File: src/rtl/l2dr_req_arb_pkg.sv
// ---------------------------------------------------------------------------
// l2dr_req_arb_pkg
//   Shared types and constants for the L2 / L2TLB directory-request merger.
//   - I_l2todr_req_type : request sent towards the directory
//   - I_drtol2_dack_type: dack returned by the directory
//   - nodeid[0] parity identifies which source a request or dack belongs to
//   NODEID_W lives here, not on the top module, because the struct widths
//   are derived from it.
// ---------------------------------------------------------------------------
package l2dr_req_arb_pkg;

    localparam int NODEID_W = 5;
    localparam int ADDR_W   = 32;
    localparam int CMD_W    = 4;
    localparam int DATA_W   = 32;

    localparam logic L2_NODEID_PARITY    = 1'b0;
    localparam logic L2TLB_NODEID_PARITY = 1'b1;

    typedef struct packed {
        logic [NODEID_W-1:0] nodeid;
        logic [CMD_W-1:0]    cmd;
        logic [ADDR_W-1:0]   addr;
    } I_l2todr_req_type;

    typedef struct packed {
        logic [NODEID_W-1:0] nodeid;
        logic [1:0]          ack;
        logic [DATA_W-1:0]   data;
    } I_drtol2_dack_type;

    // Source currently favoured by the round-robin pointer.
    typedef enum logic {
        SRC_L2  = 1'b0,
        SRC_TLB = 1'b1
    } src_e;

    // Stamp the source parity into nodeid[0]; every other field is untouched.
    function automatic I_l2todr_req_type tag_req(input I_l2todr_req_type req,
                                                 input logic parity);
        I_l2todr_req_type r;
        r           = req;
        r.nodeid[0] = parity;
        return r;
    endfunction

endpackage

File: src/rtl/l2dr_req_arb_fflop_fifo.sv
// ---------------------------------------------------------------------------
// fflop_fifo
//   Small synchronous FIFO with registered full/empty flags.
//   Ports:
//     clk, reset  - clock, asynchronous active-high reset
//     push, din   - write request and data (ignored while full)
//     full        - registered full flag (occupancy == DEPTH)
//     pop         - read request (ignored while empty)
//     dout        - head-of-queue data, valid while !empty
//     empty       - registered empty flag
//   A push on a full FIFO is dropped even if a pop happens the same cycle,
//   so the full flag never depends combinationally on the consumer.
// ---------------------------------------------------------------------------
module fflop_fifo #(
    parameter int DEPTH = 2,
    parameter int WIDTH = 8
) (
    input  logic             clk,
    input  logic             reset,
    input  logic             push,
    input  logic [WIDTH-1:0] din,
    output logic             full,
    input  logic             pop,
    output logic [WIDTH-1:0] dout,
    output logic             empty
);

    localparam int AW = $clog2(DEPTH);

    // Pointers carry one extra wrap bit to tell full from empty.
    logic [AW:0]      wr_ptr_q, wr_ptr_d;
    logic [AW:0]      rd_ptr_q, rd_ptr_d;
    logic             full_q, full_d;
    logic             empty_q, empty_d;
    logic [WIDTH-1:0] mem_q [DEPTH];
    logic [WIDTH-1:0] mem_d [DEPTH];
    logic             do_push;
    logic             do_pop;

    assign do_push = push & ~full_q;
    assign do_pop  = pop & ~empty_q;

    always_comb begin
        mem_d    = mem_q;
        wr_ptr_d = wr_ptr_q + (AW+1)'(do_push);
        rd_ptr_d = rd_ptr_q + (AW+1)'(do_pop);
        if (do_push) begin
            mem_d[wr_ptr_q[AW-1:0]] = din;
        end
        empty_d = (wr_ptr_d == rd_ptr_d);
        full_d  = (wr_ptr_d[AW] != rd_ptr_d[AW]) &&
                  (wr_ptr_d[AW-1:0] == rd_ptr_d[AW-1:0]);
    end

    always_ff @(posedge clk or posedge reset) begin
        if (reset) begin
            wr_ptr_q <= '0;
            rd_ptr_q <= '0;
            full_q   <= 1'b0;
            empty_q  <= 1'b1;
        end else begin
            wr_ptr_q <= wr_ptr_d;
            rd_ptr_q <= rd_ptr_d;
            full_q   <= full_d;
            empty_q  <= empty_d;
        end
    end

    // Storage needs no reset: the pointers define which entries are live.
    always_ff @(posedge clk) begin
        mem_q <= mem_d;
    end

    assign dout  = mem_q[rd_ptr_q[AW-1:0]];
    assign full  = full_q;
    assign empty = empty_q;

endmodule

File: src/rtl/l2dr_req_arb.sv
// ---------------------------------------------------------------------------
// l2dr_req_arb
//   Merges the L2 and L2TLB directory-request streams into l2todr_req and
//   steers directory dacks back by nodeid parity (even -> L2, odd -> L2TLB).
//
//   Handshake (all channels): a beat transfers on a rising clk edge where
//   valid=1 and retry=0; the producer holds valid and payload while retry=1.
//
//   Ports:
//     clk, reset                          clock, async active-high reset
//     l2_req_valid/retry, l2_req          L2 request in
//     tlb_req_valid/retry, tlb_req        L2TLB request in
//     l2todr_req_valid/retry, l2todr_req  merged request out
//     drtol2_dack_valid/retry, drtol2_dack dack in from directory
//     l2_dack_valid/retry                 dack out to L2
//     tlb_dack_valid/retry                dack out to L2TLB
//     dack_out                            dack payload shared by both targets
//
//   Build option: define L2DR_TLB_PRIO_EN to give the L2TLB FIFO fixed
//   priority over L2 instead of round-robin arbitration.
// ---------------------------------------------------------------------------
module l2dr_req_arb
    import l2dr_req_arb_pkg::*;
#(
    parameter int FIFO_DEPTH = 2
) (
    input  logic              clk,
    input  logic              reset,
    input  logic              l2_req_valid,
    output logic              l2_req_retry,
    input  I_l2todr_req_type  l2_req,
    input  logic              tlb_req_valid,
    output logic              tlb_req_retry,
    input  I_l2todr_req_type  tlb_req,
    output logic              l2todr_req_valid,
    input  logic              l2todr_req_retry,
    output I_l2todr_req_type  l2todr_req,
    input  logic              drtol2_dack_valid,
    output logic              drtol2_dack_retry,
    input  I_drtol2_dack_type drtol2_dack,
    output logic              l2_dack_valid,
    input  logic              l2_dack_retry,
    output logic              tlb_dack_valid,
    input  logic              tlb_dack_retry,
    output I_drtol2_dack_type dack_out
);

    localparam int REQ_W = $bits(I_l2todr_req_type);

    I_l2todr_req_type l2_head, tlb_head;
    logic             l2_empty, tlb_empty;
    logic             l2_pop, tlb_pop;
    logic             load_en;
    logic             grant_tlb;
    logic             out_valid_q, out_valid_d;
    I_l2todr_req_type out_req_q, out_req_d;
`ifndef L2DR_TLB_PRIO_EN
    src_e             rr_q, rr_d;
`endif

    // ---------------- source buffers ----------------
    fflop_fifo #(.DEPTH(FIFO_DEPTH), .WIDTH(REQ_W)) u_l2_fifo (
        .clk   (clk),
        .reset (reset),
        .push  (l2_req_valid),
        .din   (tag_req(l2_req, L2_NODEID_PARITY)),
        .full  (l2_req_retry),
        .pop   (l2_pop),
        .dout  (l2_head),
        .empty (l2_empty)
    );

    fflop_fifo #(.DEPTH(FIFO_DEPTH), .WIDTH(REQ_W)) u_tlb_fifo (
        .clk   (clk),
        .reset (reset),
        .push  (tlb_req_valid),
        .din   (tag_req(tlb_req, L2TLB_NODEID_PARITY)),
        .full  (tlb_req_retry),
        .pop   (tlb_pop),
        .dout  (tlb_head),
        .empty (tlb_empty)
    );

    // ---------------- arbiter + output register ----------------
    always_comb begin
        l2_pop      = 1'b0;
        tlb_pop     = 1'b0;
        out_valid_d = out_valid_q;
        out_req_d   = out_req_q;
`ifndef L2DR_TLB_PRIO_EN
        rr_d        = rr_q;
`endif
        // Register is free when empty or when it is handing off this cycle.
        load_en = ~out_valid_q | ~l2todr_req_retry;

`ifdef L2DR_TLB_PRIO_EN
        grant_tlb = ~tlb_empty;
`else
        grant_tlb = ~tlb_empty & (l2_empty | (rr_q == SRC_TLB));
`endif

        if (load_en) begin
            out_valid_d = ~l2_empty | ~tlb_empty;
            if (grant_tlb) begin
                tlb_pop   = 1'b1;
                out_req_d = tlb_head;
            end else if (!l2_empty) begin
                l2_pop    = 1'b1;
                out_req_d = l2_head;
            end
`ifndef L2DR_TLB_PRIO_EN
            // Pointer only rotates on a contested grant.
            if (!l2_empty && !tlb_empty) begin
                rr_d = grant_tlb ? SRC_L2 : SRC_TLB;
            end
`endif
        end
    end

    always_ff @(posedge clk or posedge reset) begin
        if (reset) begin
            out_valid_q <= 1'b0;
            out_req_q   <= '0;
`ifndef L2DR_TLB_PRIO_EN
            rr_q        <= SRC_L2;
`endif
        end else begin
            out_valid_q <= out_valid_d;
            out_req_q   <= out_req_d;
`ifndef L2DR_TLB_PRIO_EN
            rr_q        <= rr_d;
`endif
        end
    end

    assign l2todr_req_valid = out_valid_q;
    assign l2todr_req       = out_req_q;

    // ---------------- dack steering (no storage) ----------------
    logic dack_to_tlb;
    assign dack_to_tlb       = (drtol2_dack.nodeid[0] == L2TLB_NODEID_PARITY);
    assign l2_dack_valid     = drtol2_dack_valid & ~dack_to_tlb;
    assign tlb_dack_valid    = drtol2_dack_valid & dack_to_tlb;
    assign drtol2_dack_retry = dack_to_tlb ? tlb_dack_retry : l2_dack_retry;
    assign dack_out          = drtol2_dack;

endmodule

File: config.mk
export PLATFORM = sky130hd
export DESIGN_NAME = l2dr_req_arb
export DESIGN_NICKNAME = d
export VERILOG_FILES = /design/src/rtl/l2dr_req_arb_pkg.sv /design/src/rtl/l2dr_req_arb_fflop_fifo.sv /design/src/rtl/l2dr_req_arb.sv
export SDC_FILE = /design/constraint.sdc
export NUM_CORES = 1
export LEC_CHECK = 0
export ABC_AREA = 1
export CORE_UTILIZATION = 46
export CTS_BUF_LIST = sky130_fd_sc_hd__clkbuf_8 sky130_fd_sc_hd__clkbuf_16
export DETAILED_ROUTE_END_ITERATION = 10
export PLACE_DENSITY_LB_ADDON = 0.12
export SYNTH_ARGS = -nofsm -noshare
export SYNTH_HDL_FRONTEND = slang
export SYNTH_SLANG_ARGS = --single-unit
File: constraint.sdc
create_clock -name clk -period 2 [get_ports clk]
set_input_delay 0.3 -clock clk [delete_from_list [all_inputs] [get_ports clk]]
set_output_delay 0.3 -clock clk [all_outputs]
set_load 0.02 [all_outputs]
==> results_dict.tcl <==
set metrics [dict create \
    status "complete, no violations" \
    min_path_type "in -> async" \
    startpoint_type "input pin" \
    layout_commonest_cell "nand2_1" \
    dp_hpwl_um 12900 \
    critPathCaptureType "output pin" \
    syn-instance-count 972 \
    drc 0 \
    antenna_found_initial 1 \
    crit_chain "clkdlybuf4s50_1, mux2_2, clkdlybuf4s50_1" \
    path_max_fanout 2 \
    grt.total_usage 0.196 \
    cts_root_buf "clkbuf_16" \
    post-route-period-util 0.977 \
    register_area_um2 6190 \
    ys_seq_area_frac 0.658 \
    ctsResizeCount 0 \
    internal-power_mw 11.2 \
    ios 215 \
    coreArea_um2 19800 \
    power.density_nw_per_um2 1490 \
    place_area_um2 10900 \
    cts_hold_buf 0 \
    postCtsSetupBuffers 0 \
    grt_max_degree 41 \
    finClkSkew_ps 8.13 \
    drt_wl_total_um 20300 \
    rows 51 \
    htreeDepth 1 \
    synth.net_count 1107 \
    die_h_um 145 \
    vias 6221 \
    syn_avg_cell_area_um2 9.67 \
    cts.clk_slew.worst_paths_ps 60 \
    critPathKind "in -> out" \
    cp_slowest_stage_delay_ps 530 \
    cts_sinks 215 \
    globalplace.congestion 0.790 \
    ys_seq_elements 215 \
    netlist_area_um2 9400 \
    drive_gt1_frac 0.0691 \
    worst_pin_slew_ps 861 \
    die_w_um 145 \
    insertion_delay_ps 500 \
    switching_share 0.355 \
    slew_headroom 0.425 \
    p_sw_mw 6.19 \
    crit_arrival_ps 1650 \
    die_area_um2 21000 \
    avgRoutedWirePerCell_um 14.8 \
    setup_violations 0 \
    cts_buffer_depth 3 \
    crit_required_ps 1700 \
    drt-initial-drc-count 323 \
    r2r-start "l2todr_req_valid$_DFFE_PP0N_" \
    drv_cap 0 \
    drt_pass1_iterations 5 \
    start_util 0.475 \
    leakage_nw 5.54 \
    p_comb_frac 0.370 \
    area_growth_pct 24.4 \
    port_buffers 136 \
    fin_crit_ps 1950 \
    yosys_warnings 0 \
    ys_types 21 \
    fill_cells 1663 \
    p_seq_frac 0.388 \
    final_nets 1219 \
    cts_buffers 23 \
    cpMaxStageDelayCell "clkdlybuf4s50_1" \
    grt_pass1_vias 6050 \
    gr-total-overflow 0 \
    drt.antenna.violating_nets 0 \
    cts_tree "done" \
    layout_common_cells "436 x nand2_1, 181 x inv_1, 160 x edfxtp_1, 136 x clkdlybuf4s50_1, 51 x dfrtp_1" \
    rsz0062_at_grt "no" \
    postLayoutCellArea_um2 11700 \
    crit_top_cell "clkdlybuf4s50_1" \
    fin_tns_setup_ps 0 \
    maxSlewViolCount 0 \
    grt_first_pass_wirelength_um 32100 \
    final_hold_viol_count 0 \
    max_freq_mhz 512 \
    startpoint "drtol2_dack[34]" \
    avgViaCountPerCell 4.55 \
    multi_input_area_um2 2050 \
    power_frac_clock 0.242 \
    irDropWorstVdd_mv 0.997 \
]
[per-layer routing]
layer  global-route usage  wire length, um  up-vias
li1                     -                -     3132
met5                    0                0        -
met3               0.0333             1220       40
met1                0.271             9080     2884
met4               0.0617              475        0
met2                0.317             9480      165
[worst paths after layout]
kind	end	slack, ps	cells past startpoint
min in group clk	u_tlb_fifo.mem_q[70]$_DFFE_PP_	380	1
worst min register to register	l2todr_req[40]$_DFFE_PP0P_	480	2
worst max-delay path	drtol2_dack_retry	50	3
worst min-delay path	l2todr_req[15]$_DFFE_PP0P_	110	2
max in group asynchronous	u_l2_fifo.empty$_DFF_PP1_	1340	3
worst max register to register	l2todr_req[4]$_DFFE_PP0P_	390	5
[flip-flops by register name (all words and copies together) (netlist names)]
| signal | count |
|---|---|
| u_l2_fifo.mem_q | 80 |
| u_tlb_fifo.mem_q | 80 |
| l2todr_req | 41 |
| u_l2_fifo.rd_ptr_q | 2 |
| u_l2_fifo.wr_ptr_q | 2 |
| u_tlb_fifo.rd_ptr_q | 2 |
| u_tlb_fifo.wr_ptr_q | 2 |
| l2todr_req_valid | 1 |
| rr_q | 1 |
| u_l2_fifo.empty | 1 |
| u_l2_fifo.full | 1 |
| u_tlb_fifo.empty | 1 |
| u_tlb_fifo.full | 1 |
[Yosys cell counts]
library cell	instances	area share
nand2_2	1	0.00067
clkbuf_2	2	0.0011
buf_4	43	0.034
nand2_4	1	0.0012
o21ai_0	2	0.0011
edfxtp_1	160	0.51
buf_2	23	0.012
nor2_4	1	0.0012
nor2_1	8	0.0032
mux2_2	1	0.0012
nand2_1	436	0.17
inv_1	178	0.071
buf_6	5	0.0060
dfrtp_1	53	0.14
xnor2_1	2	0.0019
o21ai_2	1	0.00093
nand3_1	41	0.022
dfstp_2	2	0.0056
inv_2	4	0.0016
ha_1	6	0.0080
a21oi_1	2	0.0011
[area by class of cell]
| type | instances | share of cell area |
|---|---|---|
| inverter | 182 | 0.0584 |
| tap | 265 | 0.0283 |
| antenna | 2 | 0.000428 |
| timing repair buffer | 160 | 0.144 |
| sequential | 215 | 0.529 |
| clock inverter | 12 | 0.00898 |
| clock buffer | 29 | 0.0563 |
| multi-input combinational | 502 | 0.175 |
[worst max-delay path: cells and delay by family]
family                 cells  cell delay, ps
buffers and inverters      2            1020
multiplexers               1             330
[power groups by stage]
| stage | sequential (mW) | clock [mW] | combinational (mW) |
|---|---|---|---|
| 2_1_floorplan | 7.24 | 0 | 3.68 |
| 3_3_place_gp | 6.84 | 0 | 6.44 |
| 3_5_place_dp | 6.84 | 0 | 6.54 |
| 4_1_cts | 6.77 | 4.29 | 6.58 |
| 5_1_grt | 6.89 | 4.48 | 7.26 |
| 6_report | 6.77 | 4.21 | 6.46 |
[per-stage QoR]
stage | util | setup slack, ps | power, mW | hold slack (ps) | instances
floorplan | - | 189 | 10.9 | 399 | 972
global placement | 0.553 | 51.4 | 13.3 | 462 | 1324
detailed placement | 0.553 | 51.0 | 13.4 | 465 | 1324
CTS | 0.591 | 42.7 | 17.6 | 107 | 1365
global route | 0.591 | 1.08 | 18.6 | 149 | 1366
finish | 0.591 | 45.8 | 17.4 | 109 | 1367
[kinds of logic (layout without fill, tap and decap cells)]
kind of cell	count (synthesis)	in the layout	synth area share
mux	1	1	0.00120
fa+ha+maj	6	6	0.00798
xor+xnor	2	2	0.00186
compound gates	5	5	0.00306
simple gates	488	488	0.202
other cells	0	2	0
buf+inv	255	383	0.126
flops	215	215	0.658
(Power assumes the default switching activity.)
